[config.mk]
export PLATFORM = sky130hd
export DESIGN_NAME = ssem_bus_sequencer
export DESIGN_NICKNAME = d
export VERILOG_FILES = /design/src/rtl/ssem_seq_pkg.sv /design/src/rtl/ssem_seq_decode.sv /design/src/rtl/ssem_bus_sequencer.sv
export SDC_FILE = /design/constraint.sdc
export NUM_CORES = 1
export LEC_CHECK = 0
export ABC_AREA = 0
export CAP_MARGIN = 10
export CORE_MARGIN = 2
export CORE_UTILIZATION = 30
export CTS_CLUSTER_DIAMETER = 50
export DETAILED_ROUTE_END_ITERATION = 10
export GPL_ROUTABILITY_DRIVEN = 0
export GPL_TIMING_DRIVEN = 0
export PLACE_DENSITY = 0.51
export SLEW_MARGIN = 40
export SYNTH_ARGS = -nofsm -noshare
export SYNTH_HDL_FRONTEND = slang
export SYNTH_SLANG_ARGS = --single-unit
[constraint.sdc]
create_clock -name clk -period 1.72 [get_ports clk]
set_clock_uncertainty 0.2 [all_clocks]
set_input_delay 0.258 -clock clk [delete_from_list [all_inputs] [get_ports clk]]
set_output_delay 0.258 -clock clk [all_outputs]
set_load 0.01 [all_outputs]
[src/rtl/ssem_seq_pkg.sv]
// ssem_seq_pkg: op codes, FSM state, driver-select and strobe-select encodings shared by the SSEM bus sequencer
package ssem_seq_pkg;

    localparam logic [2:0] OP_LDA    = 3'd0;
    localparam logic [2:0] OP_LDB    = 3'd1;
    localparam logic [2:0] OP_STA    = 3'd2;
    localparam logic [2:0] OP_STB    = 3'd3;
    localparam logic [2:0] OP_ADD_ST = 3'd4;
    localparam logic [2:0] OP_SUB_ST = 3'd5;

    typedef enum logic [2:0] {ST_IDLE, ST_SETUP, ST_STROBE, ST_HOLD, ST_TURN} state_t;

    typedef enum logic [2:0] {DRV_NONE, DRV_A, DRV_B, DRV_ALU, DRV_MEM} drv_t;

    typedef enum logic [1:0] {STB_NONE, STB_A, STB_B, STB_WE} stb_t;

endpackage

[src/rtl/ssem_seq_decode.sv]
// ssem_seq_decode: combinational op -> bus driver, strobe target, ALU mode and illegal flag
//   op      in   3-bit micro-command opcode
//   drv     out  which unit drives the bus for this op
//   stb     out  which latch/write strobe this op fires
//   sub     out  ALU subtract mode
//   illegal out  opcode 6 or 7
module ssem_seq_decode
    import ssem_seq_pkg::*;
(
    input  logic [2:0] op,
    output drv_t       drv,
    output stb_t       stb,
    output logic       sub,
    output logic       illegal
);

    always_comb begin
        illegal = op > OP_SUB_ST;
        drv     = illegal ? DRV_NONE :
                  (op == OP_STA) ? DRV_A :
                  (op == OP_STB) ? DRV_B :
                  (op == OP_ADD_ST || op == OP_SUB_ST) ? DRV_ALU : DRV_MEM;
        stb     = illegal ? STB_NONE :
                  (op == OP_LDA) ? STB_A :
                  (op == OP_LDB) ? STB_B : STB_WE;
        sub     = op == OP_SUB_ST;
    end

endmodule

[src/rtl/ssem_bus_sequencer.sv]
// ssem_bus_sequencer: expands SSEM micro-commands into timed bus-driver enables and load/write strobes
//   clk, reset (async, active-high)
//   cmd_valid/cmd_ready/cmd_op/cmd_addr  command handshake
//   done, err                            completion / illegal-op pulses
//   load_A, load_B, mem_we               latch and store-write strobes
//   a_to_bus, b_to_bus, alu_to_bus, mem_to_bus, alu_sub, mem_addr  datapath controls
//   Build option: define SSEM_SEQ_PREFETCH_EN for a one-entry command buffer.
module ssem_bus_sequencer
    import ssem_seq_pkg::*;
#(
    parameter int unsigned STROBE_CYCLES = 1,
    parameter int unsigned TURN_CYCLES   = 1,
    parameter int unsigned ADDR_W        = 5
) (
    input  logic              clk,
    input  logic              reset,
    input  logic              cmd_valid,
    output logic              cmd_ready,
    input  logic [2:0]        cmd_op,
    input  logic [ADDR_W-1:0] cmd_addr,
    output logic              done,
    output logic              err,
    output logic              load_A,
    output logic              load_B,
    output logic              a_to_bus,
    output logic              b_to_bus,
    output logic              alu_to_bus,
    output logic              alu_sub,
    output logic              mem_to_bus,
    output logic              mem_we,
    output logic [ADDR_W-1:0] mem_addr
);

    state_t            state;
    logic [3:0]        cnt;
    stb_t              cur_stb;
    logic              launch;
    logic [2:0]        src_op;
    logic [ADDR_W-1:0] src_addr;
    drv_t              dec_drv;
    stb_t              dec_stb;
    logic              dec_sub;
    logic              dec_ill;

`ifdef SSEM_SEQ_PREFETCH_EN
    logic              buf_full;
    logic [2:0]        buf_op;
    logic [ADDR_W-1:0] buf_addr;

    // A buffered command launches from IDLE or straight out of the last TURN cycle.
    assign cmd_ready = !buf_full;
    assign launch    = (state == ST_IDLE && (buf_full || cmd_valid)) ||
                       (state == ST_TURN && cnt == 4'd0 && buf_full);
    assign src_op    = buf_full ? buf_op : cmd_op;
    assign src_addr  = buf_full ? buf_addr : cmd_addr;

    // Commands accepted in IDLE with an empty buffer bypass it and launch directly.
    always_ff @(posedge clk or posedge reset) begin
        if (reset) begin
            buf_full <= 1'b0;
            buf_op   <= '0;
            buf_addr <= '0;
        end else if (launch && buf_full) begin
            buf_full <= 1'b0;
        end else if (cmd_valid && cmd_ready && state != ST_IDLE) begin
            buf_full <= 1'b1;
            buf_op   <= cmd_op;
            buf_addr <= cmd_addr;
        end
    end
`else
    assign cmd_ready = state == ST_IDLE;
    assign launch    = cmd_valid && cmd_ready;
    assign src_op    = cmd_op;
    assign src_addr  = cmd_addr;
`endif

    ssem_seq_decode u_dec (
        .op      (src_op),
        .drv     (dec_drv),
        .stb     (dec_stb),
        .sub     (dec_sub),
        .illegal (dec_ill)
    );

    // Outputs are registered as the value they must hold in the state being entered,
    // so launches only happen where every driver and strobe is already low.
    always_ff @(posedge clk or posedge reset) begin
        if (reset) begin
            state      <= ST_IDLE;
            cnt        <= '0;
            cur_stb    <= STB_NONE;
            mem_addr   <= '0;
            done       <= 1'b0;
            err        <= 1'b0;
            load_A     <= 1'b0;
            load_B     <= 1'b0;
            mem_we     <= 1'b0;
            a_to_bus   <= 1'b0;
            b_to_bus   <= 1'b0;
            alu_to_bus <= 1'b0;
            mem_to_bus <= 1'b0;
            alu_sub    <= 1'b0;
        end else begin
            done <= 1'b0;
            err  <= 1'b0;
            if (launch) begin
                mem_addr   <= src_addr;
                cur_stb    <= dec_stb;
                err        <= dec_ill;
                state      <= dec_ill ? ST_IDLE : ST_SETUP;
                a_to_bus   <= dec_drv == DRV_A;
                b_to_bus   <= dec_drv == DRV_B;
                alu_to_bus <= dec_drv == DRV_ALU;
                mem_to_bus <= dec_drv == DRV_MEM;
                alu_sub    <= dec_sub;
            end else begin
                case (state)
                    ST_SETUP: begin
                        state  <= ST_STROBE;
                        cnt    <= 4'(STROBE_CYCLES - 1);
                        load_A <= cur_stb == STB_A;
                        load_B <= cur_stb == STB_B;
                        mem_we <= cur_stb == STB_WE;
                    end
                    ST_STROBE: begin
                        cnt <= cnt - 4'd1;
                        if (cnt == 4'd0) begin
                            state  <= ST_HOLD;
                            load_A <= 1'b0;
                            load_B <= 1'b0;
                            mem_we <= 1'b0;
                        end
                    end
                    ST_HOLD: begin
                        state      <= ST_TURN;
                        cnt        <= 4'(TURN_CYCLES - 1);
                        done       <= TURN_CYCLES == 1;
                        a_to_bus   <= 1'b0;
                        b_to_bus   <= 1'b0;
                        alu_to_bus <= 1'b0;
                        mem_to_bus <= 1'b0;
                        alu_sub    <= 1'b0;
                    end
                    ST_TURN: begin
                        cnt  <= cnt - 4'd1;
                        done <= cnt == 4'd1;
                        if (cnt == 4'd0) state <= ST_IDLE;
                    end
                    default: state <= ST_IDLE;
                endcase
            end
        end
    end

endmodule

* Word-level counts from Yosys, hierarchy flattened
Cells that the tools add are included.
Storage, ports and cells: input port bits 11, register bits after elaboration 24, logic and storage cells 76, output and inout port bits 16
Cells by class: $add $sub $neg 1, bitwise operators 1, $lt $le $gt $ge 1, equality and inequality tests 20, muxes and demuxes 26, reduce and logical (&&, ||, !) cells 13
Operators by type and width (count):
- $mux 3 | 7
- $eq 3x2->1 const B | 6
- $eq 3x3->1 const B | 4
- $pmux 3 s4 | 1
- $mux 1 | 11
- $eq 3x1->1 const B | 3
- $pmux 1 s2 | 4
- $pmux 4 s2 | 1
- $logic_not 3->1 | 2
- $ne 3x3->1 const B | 2
- $reduce_bool 2->1 | 3
- $eq 2x2->1 const B | 2
- $eq 4x1->1 const B | 1
- $logic_not 4->1 | 1
- $mux 2 | 2
- $reduce_and 2->1 | 2
- $reduce_or 2->1 | 2
- $sub 4x1->4 const B | 1
- $gt 3x3->1 const B | 1
- $reduce_and 3->1 | 1
- $eq 2x1->1 const B | 1
- $ne 2x2->1 const B | 1
- $logic_and 1x1->1 | 1
- $logic_or 1x1->1 | 1
- $not 1->1 | 1

* Depth between registers and ports, before layout
Gate-level depths: netlist (run 1).
depth in word-level cells 8, depth in mapped cells 5

* Cells and area by module
Synthesis (run 1) repeated with hierarchy kept, for this count alone.
Unflattened totals: cell total of the unflattened synthesis 117, area, all modules 1244.9 sq um
By module, submodules not included:
- ssem_bus_sequencer | area each 1189.9 sq um, times used 1, sequential area each 600.6 sq um, cells an instance 107
- ssem_seq_decode | area each 55.1 sq um, times used 1, sequential area each 0.0 sq um, cells an instance 10

* Worst setup path before layout (run 1)
OpenSTA, ideal clock, no wires.
kind register to register, start reg state[0], end reg mem_addr[0], path buffers 2, cell stages (with the launch flop) 5, data arrival time 1.454 ns, setup slack -0.060 ns, cells stage by stage dfrtp_1 -> buf_6 -> or4b_4 -> buf_6 -> mux2_4
On the way: longest elaborated chain between the ends 2
RTL lines:
- start: declaration | RTL line ssem_bus_sequencer.sv:34 | state_t state;
- start signal: assignment | RTL line ssem_bus_sequencer.sv:111 | state <= dec_ill ? ST_IDLE : ST_SETUP;
- $logic_not 3->1 | RTL line ssem_bus_sequencer.sv:72 | assign cmd_ready = state == ST_IDLE;
- $logic_and 1x1->1 | RTL line ssem_bus_sequencer.sv:73 | assign launch = cmd_valid && cmd_ready;
- end signal: assignment | RTL line ssem_bus_sequencer.sv:108 | mem_addr <= src_addr;
- end: declaration | RTL line ssem_bus_sequencer.sv:31 | output logic [ADDR_W-1:0] mem_addr
Every way passes these cells. A chain may end at the register's enable or synchronous reset.

* Worst setup path in the final report (run 1)
Same ends and word-level chain as after synthesis.

==> results of run 1 <==
-- routing by layer --
metal	vias to the layer above	wire length (um)	part of all wire, %
met1	490	1238	45
met4	0	43	1.5
met2	25	1392	50
met5	-	0	0
li1	485	-	-
met3	2	107	3.8
-- cell families (layout without fill, tap and decap cells) --
logic type,after synthesis,count (layout)
multiplexers,5,5
adder cells (fa/ha/maj),2,2
XOR/XNOR,3,3
buffers and inverters,14,52
flip-flops,24,24
AO/OA/AOI/OAI,27,27
AND/OR/NAND/NOR,38,38
-- timing repair --
action	CTS	global route
pin swaps	1	2
buffers inserted	3	6
gates resized for setup	11	13
endpoints found under the setup margin	13	18
-- through the flow --
| stage | cells | hold slack, ns | instance area [um2] | total power, mW |
|---|---|---|---|---|
| after floorplan | 113 | 0.07262 | 1201 | 1.991 |
| after global placement | 187 | 0.2642 | 1521 | 2.530 |
| after detailed placement | 187 | 0.2701 | 1521 | 2.577 |
| after CTS | 193 | 0.1645 | 1640 | 3.213 |
| after global routing | 199 | 0.1906 | 1708 | 3.596 |
| final | 199 | 0.1366 | 1708 | 3.343 |
-- layout make-up --
type	count	share of cell area, %
flip-flops and latches	24	35.24
multi-input cells	75	33.70
repair buffers	35	19.12
well taps	48	3.516
plain buffers	6	2.711
clock buffers	3	2.418
clock inverters	1	1.758
inverters	7	1.538
-- sequential cells by signal (all words and copies together) (netlist names) --
| signal | flops |
|---|---|
| err | 1 |
| mem_to_bus | 1 |
| alu_sub | 1 |
| alu_to_bus | 1 |
| load_B | 1 |
| done | 1 |
| mem_we | 1 |
| cnt | 4 |
| state | 3 |
| a_to_bus | 1 |
| cur_stb | 2 |
| mem_addr | 5 |
| load_A | 1 |
| b_to_bus | 1 |
-- worst max-delay path: cells and delay by family, from the launching register on --
family | cells | cell delay [ns]
AND/OR/NAND/NOR | 1 | 0.51
flip-flops | 1 | 0.38
buffers and inverters | 2 | 0.29
multiplexers | 1 | 0.29
-- power by group through the flow --
stage	Clock [mW]	Combinational, mW	Sequential (mW)
6_report	0.497	1.83	1.02
4_1_cts	0.513	1.68	1.02
5_1_grt	0.534	2.01	1.05
3_5_place_dp	0	1.55	1.03
3_3_place_gp	0	1.52	1.01
2_1_floorplan	0	0.932	1.06
-- Yosys cell counts, types with 3 or more instances --
master / instances
a21oi_1: 5
a32o_1: 3
and3_1: 3
clkbuf_1: 5
dfrtp_1: 24
inv_1: 7
mux2_4: 5
nand2_1: 10
nor2_1: 6
nor3_1: 6
o21ai_0: 5
o32ai_1: 3
-- how the worst max path moves through the flow --
stage,start,to,cells past startpoint
2_1_floorplan,state[0],mem_addr[0],4
3_3_place_gp,state[1],cmd_ready,3
3_5_place_dp,state[1],cmd_ready,3
4_1_cts,state[2],mem_addr[0],3
5_1_grt,state[0],mem_addr[0],4
6_report,state[0],mem_addr[0],4
-- layout by cell type (no fill, tap or decap), types with 3 or more instances in the layout --
cell type / instances
dfrtp_1: 23
nor3_1: 5
o32ai_1: 3
nand2_1: 8
mux2_4: 5
o21ai_0: 3
buf_4: 9
a21oi_1: 5
clkbuf_8: 3
inv_1: 6
clkdlybuf4s50_1: 25
a32o_1: 3
nor2_1: 5
==> impl_metrics.toml, run 1 <==
[outcome]
status = "finished with violations"
violations = "setup timing"

[critical_path]
worst-path-max-fanout = 8
endpoint_kind = "flop"
worstPathArrival_ns = 1.75
reg2reg_slack_ns = -0.08
required_ns = 1.67
worstRegToRegCells = 4
worstSetupStartpointType = "flop"
crit_chain = "buf_6 -> or4b_4 -> buf_8 -> mux2_4"
r2r_start = "state[0]"
slowest_stage = "or4b_4"
criticalPathCategory = "reg2reg"
max_stage_delay_ns = 0.51
r2r_end = "mem_addr[0]"

[synth]
synth_async_sr_flop_share_pct = 100.0
synth_edf_count = 0
synth_area_um2 = 1201
synth-seq-area-share_pct = 50.00
synth_simple_gate_area_share_pct = 17.50
synth-compound-area-share_pct = 16.35
synth_xor_area_share_pct = 2.188
synth.distinct_cells = 35
synth_top_family_by_area = "simple AND/OR/NAND/NOR gates"
synthMuxAreaShare_pct = 6.250
synth_cells = 113
synth_top_area_share_pct = 50.00
avgSynthCellArea_um2 = 10.63
ys_ff_latch = 24
synth_ff_type = "dfrtp_1"
synth_warnings = 0
synth_top_cell_by_area = "dfrtp_1"
synth.area.top_cells = "dfrtp_1 (50%), mux2_4 (6.3%), nand2_1 (3.1%)"
syn-num-nets = 126
synthAdderAreaFrac_pct = 2.083

[placement]
port_buffers = 26
hpwl_mm = 1.949
dp_slack_ns = -0.4199

[power]
power.internal_mw = 2.133
seqPwrFrac_pct = 30.5
switching_power_mw = 1.210
leakage_nw = 0.7737
swShare_pct = 36.20
power.density_nw_per_um2 = 1958
comb_power_share_pct = 54.6
clkPwrFrac_pct = 14.9
ir_drop_mv = 0.7036

[sta]
slew_violations = 0
rsz0062_at_grt = "yes"
layout_min_cycle_time_ns = 1.801
setup_ws_ns = -0.08134
setup_viol = 12
setup_tns_ns = -0.5452
timing.final.crit_share_pct = 104.7
fmax_mhz = 555.1
slew-limit-headroom_pct = 66.22
tightestPinTransition_ns = 0.5060
hold_violations = 0

[final_layout]
nFillCells = 369
finalNetCount = 165
regArea_um2 = 601.8
utilization_pct = 45.62
multi_input_area_um2 = 575.6
syn2layout_area_growth_pct = 42.19
drive_gt1_share_pct = 24.50
antennaDiodeCount = 0

[clocking]
cts_buffer_depth = 2
clk_pin_slew_ns = 0.09
cts_hold_buf = 0
cts_root_buf = "clkbuf_8"
htreeDepth = 1
worst_skew_pair.late_latency_ns = 0.27
cts_made_buffers = 3
numClockSinks = 24
cts_tree = "done"

[flow_run]
drv_cap = 0

[detailed_routing]
drc = 0
vias = 1002
routed_wl_mm = 2.781
drtIter0Drc = 18
firstDrtPassIters = 4
viasPerCell = 5.035
wl_per_cell_um = 13.97
antenna_left = 0

[floorplan]
io_pins = 27
initial_core_util_pct = 32.09
coreArea_um2 = 3744
rows = 22
chipWidth_um = 67.28
dieArea_um2 = 4526
fp.dieH_um = 67.28

[global_route]
grtUsageMet3_pct = 1.500
grt_pass1_wl_mm = 4.388
busiest_layer = "met2"
grt_max_degree = 25
use_met1_pct = 17.52
grt_pass1_vias = 946
grtUsageTotal_pct = 13.10
overflow = 0
grt_util_met2_pct = 21.16
antenna_found_initial = 0

[min_path]
hp-class = "in2async"
No activity file was read; power rests on OpenSTA's default activity.
==> run 2: changes to the inputs <==
Settings changed: ABC_AREA 0 to 1, CORE_MARGIN 2 to 1, PLACE_DENSITY 0.51 to 0.52.
==> impl_metrics.toml, run 2 <==
[critical_path]
crit_chain = "clkdlybuf4s50_1"
crit_start = "b_to_bus"
crit_buf_inv = 1
worst-path-max-fanout = 2
required_ns = 1.26
path_depth = 1
slowest_stage = "clkdlybuf4s50_1"
max_stage_delay_ns = 0.54
worstSetupStartpointType = "flop"
worstRegToRegCells = 7
worstPathArrival_ns = 1.17
critical_path.top_delay_family = "buffers and inverters"
endpoint_kind = "primary output"
criticalPathCategory = "reg2out"
r2r_start = "cnt[0]"

[final_layout]
reg_top3 = "mem_addr: 5 flops, cnt: 4 flops, state: 3 flops"
syn2layout_area_growth_pct = 33.19
instances_no_fill = 214
regMostFlops = "mem_addr"
layout_commonest_cell = "nand2_1"
finalNetCount = 182
largest_register_ffs = 5
drive_gt1_share_pct = 11.31
finalInstanceArea_um2 = 1501
nFillCells = 371
final_cell_mix = "nand2_1 (51), clkdlybuf4s50_1 (24), dfrtp_1 (23)"
antennaDiodeCount = 0

[synth]
syn-num-nets = 150
synth_async_sr_flop_share_pct = 100.0
synthAdderAreaFrac_pct = 2.220
synth_top_cell_by_area = "dfrtp_1"
synth-seq-area-share_pct = 53.27
synth_ff_type = "dfrtp_1"
synth_top_area_share_pct = 53.27
synth_simple_gate_area_share_pct = 33.74
synth_top_family_by_area = "simple AND/OR/NAND/NOR gates"
synth.distinct_cells = 19
synth.area.top_cells = "dfrtp_1 (53%), nand2_1 (17%), inv_1 (5.7%)"
synth.top_cells.by_count = "nand2_1 (51), dfrtp_1 (24), inv_1 (17), nand3_1 (11)"
yosysMostFrequentCell = "nand2_1"
synth_warnings = 0
synth_edf_count = 0
synth_xor_area_share_pct = 0.7769
synthMuxAreaShare_pct = 0
avgSynthCellArea_um2 = 8.229
synth-compound-area-share_pct = 2.664
synth_cells = 137
synth_area_um2 = 1127
ys_ff_latch = 24

[power]
comb_power_share_pct = 48.7
leakage_nw = 0.7746
clkPwrFrac_pct = 14.5
ir_drop_mv = 0.6307
swShare_pct = 39.69
power.density_nw_per_um2 = 1769
p_total_mw = 2.656
seqPwrFrac_pct = 36.8
power.internal_mw = 1.602
switching_power_mw = 1.054

[floorplan]
dieArea_um2 = 4007
initial_core_util_pct = 32.50
fp.dieH_um = 63.30
rows = 21
chipWidth_um = 63.30
coreArea_um2 = 3468
io_pins = 27

[global_route]
overflow = 0
antenna_found_initial = 0
grtUsageTotal_pct = 13.12
grt_max_degree = 25
grt_pass1_wl_mm = 4.036
grt_pass1_vias = 961

[clocking]
cts_buffer_depth = 2
worst_skew_pair.late_latency_ns = 0.26
cts_tree = "done"
clk_pin_slew_ns = 0.08
cts_made_buffers = 3
numClockSinks = 24
cts_root_buf = "clkbuf_8"
htreeDepth = 1

[detailed_routing]
vias = 940
antenna_left = 0
drtIter0Drc = 22
viasPerCell = 4.393
routed_wl_mm = 2.196
drc = 0
wl_per_cell_um = 10.26
firstDrtPassIters = 4

[placement]
placed_area_um2 = 1435
port_buffers = 25
dpl.cell_count = 208
hpwl_mm = 1.643

[sta]
tightestPinTransition_ns = 0.5098
hold_violations = 0
layout_min_cycle_time_ns = 1.633
slew_violations = 0
setup_viol = 0
hold_ws_ns = 0.1388
rsz0062_at_grt = "no"
fmax_mhz = 612.4
slew-limit-headroom_pct = 65.96
timing.final.crit_share_pct = 94.94

[min_path]
hp-class = "in2async"

[outcome]
status = "complete, no violations"

[flow_run]
drv_cap = 0
-- run 2: cell count changes after synthesis, moves of 4 or more --
cell | previous run | this run
nand3_1 | 1 | 11
inv_1 | 7 | 17
nand2_1 | 10 | 51
a21oi_1 | 5 | 0
mux2_4 | 5 | 0
clkbuf_1 | 5 | 1
nand4_1 | 0 | 5
o21ai_1 | 0 | 4
-- run 2: repair_timing --
action,CTS,global route
resized for setup,2,2
setup buffers,2,0
setup endpoints to repair,1,1
hold buffers,0,0
endpoints found under the hold margin,0,0
pin swaps,0,1
-- run 2: final timing paths --
check	slack, ns	to
worst max-delay path	0.09	b_to_bus
worst min-delay path	0.14	cnt[0]
worst max register to register	0.26	load_B
worst min register to register	0.28	mem_we
max in group asynchronous	0.81	state[1]
min in group clk	0.14	alu_to_bus
-- run 2: power groups by stage --
| stage | Clock [mW] | Combinational, mW | Sequential [mW] |
|---|---|---|---|
| global route | 0.426 | 1.49 | 1.02 |
| floorplan | 0 | 0.729 | 1.05 |
| CTS | 0.402 | 1.33 | 0.979 |
| global placement | 0 | 1.27 | 0.999 |
| detailed placement | 0 | 1.29 | 1.00 |
| finish | 0.384 | 1.29 | 0.977 |
-- run 2: layout make-up --
cell class	count	area, um2	area share, %
tap	46	57.56	3.833
sequential	24	601.8	40.08
clock buffer	4	55.05	3.667
inverter	19	71.32	4.750
buffer	2	11.26	0.7500
multi-input combinational	92	444.2	29.58
timing repair buffer	27	260.3	17.33
-- run 2: per-layer routing --
metal	vias to the layer above	track usage [%]	part of all wire, %	wire (um)
met5	-	0	0	0
met3	5	2.899	3.9	85
met4	0	6.818	2.1	47
met2	19	22.45	47	1041
met1	426	15.25	46	1021
li1	490	-	-	-
-- run 2: logic make-up after synthesis --
logic type,count (synthesis)
compound gates,6
xor+xnor,1
fa+ha+maj,2
buf+inv,21
flops,24
simple gates,83
-- run 2: through the flow --
| stage | setup WS [ns] | TNS [ns] | utilization (%) |
|---|---|---|---|
| final | 0.08709 | 0 | 43.29 |
| after detailed placement | -0.01750 | -0.01750 | 41.38 |
| after CTS | 0.007387 | 0 | 43.40 |
| after global routing | 0.02840 | 0 | 43.29 |
| after floorplan | 0.4023 | 0 | - |
| after global placement | -0.01532 | -0.01532 | 41.38 |
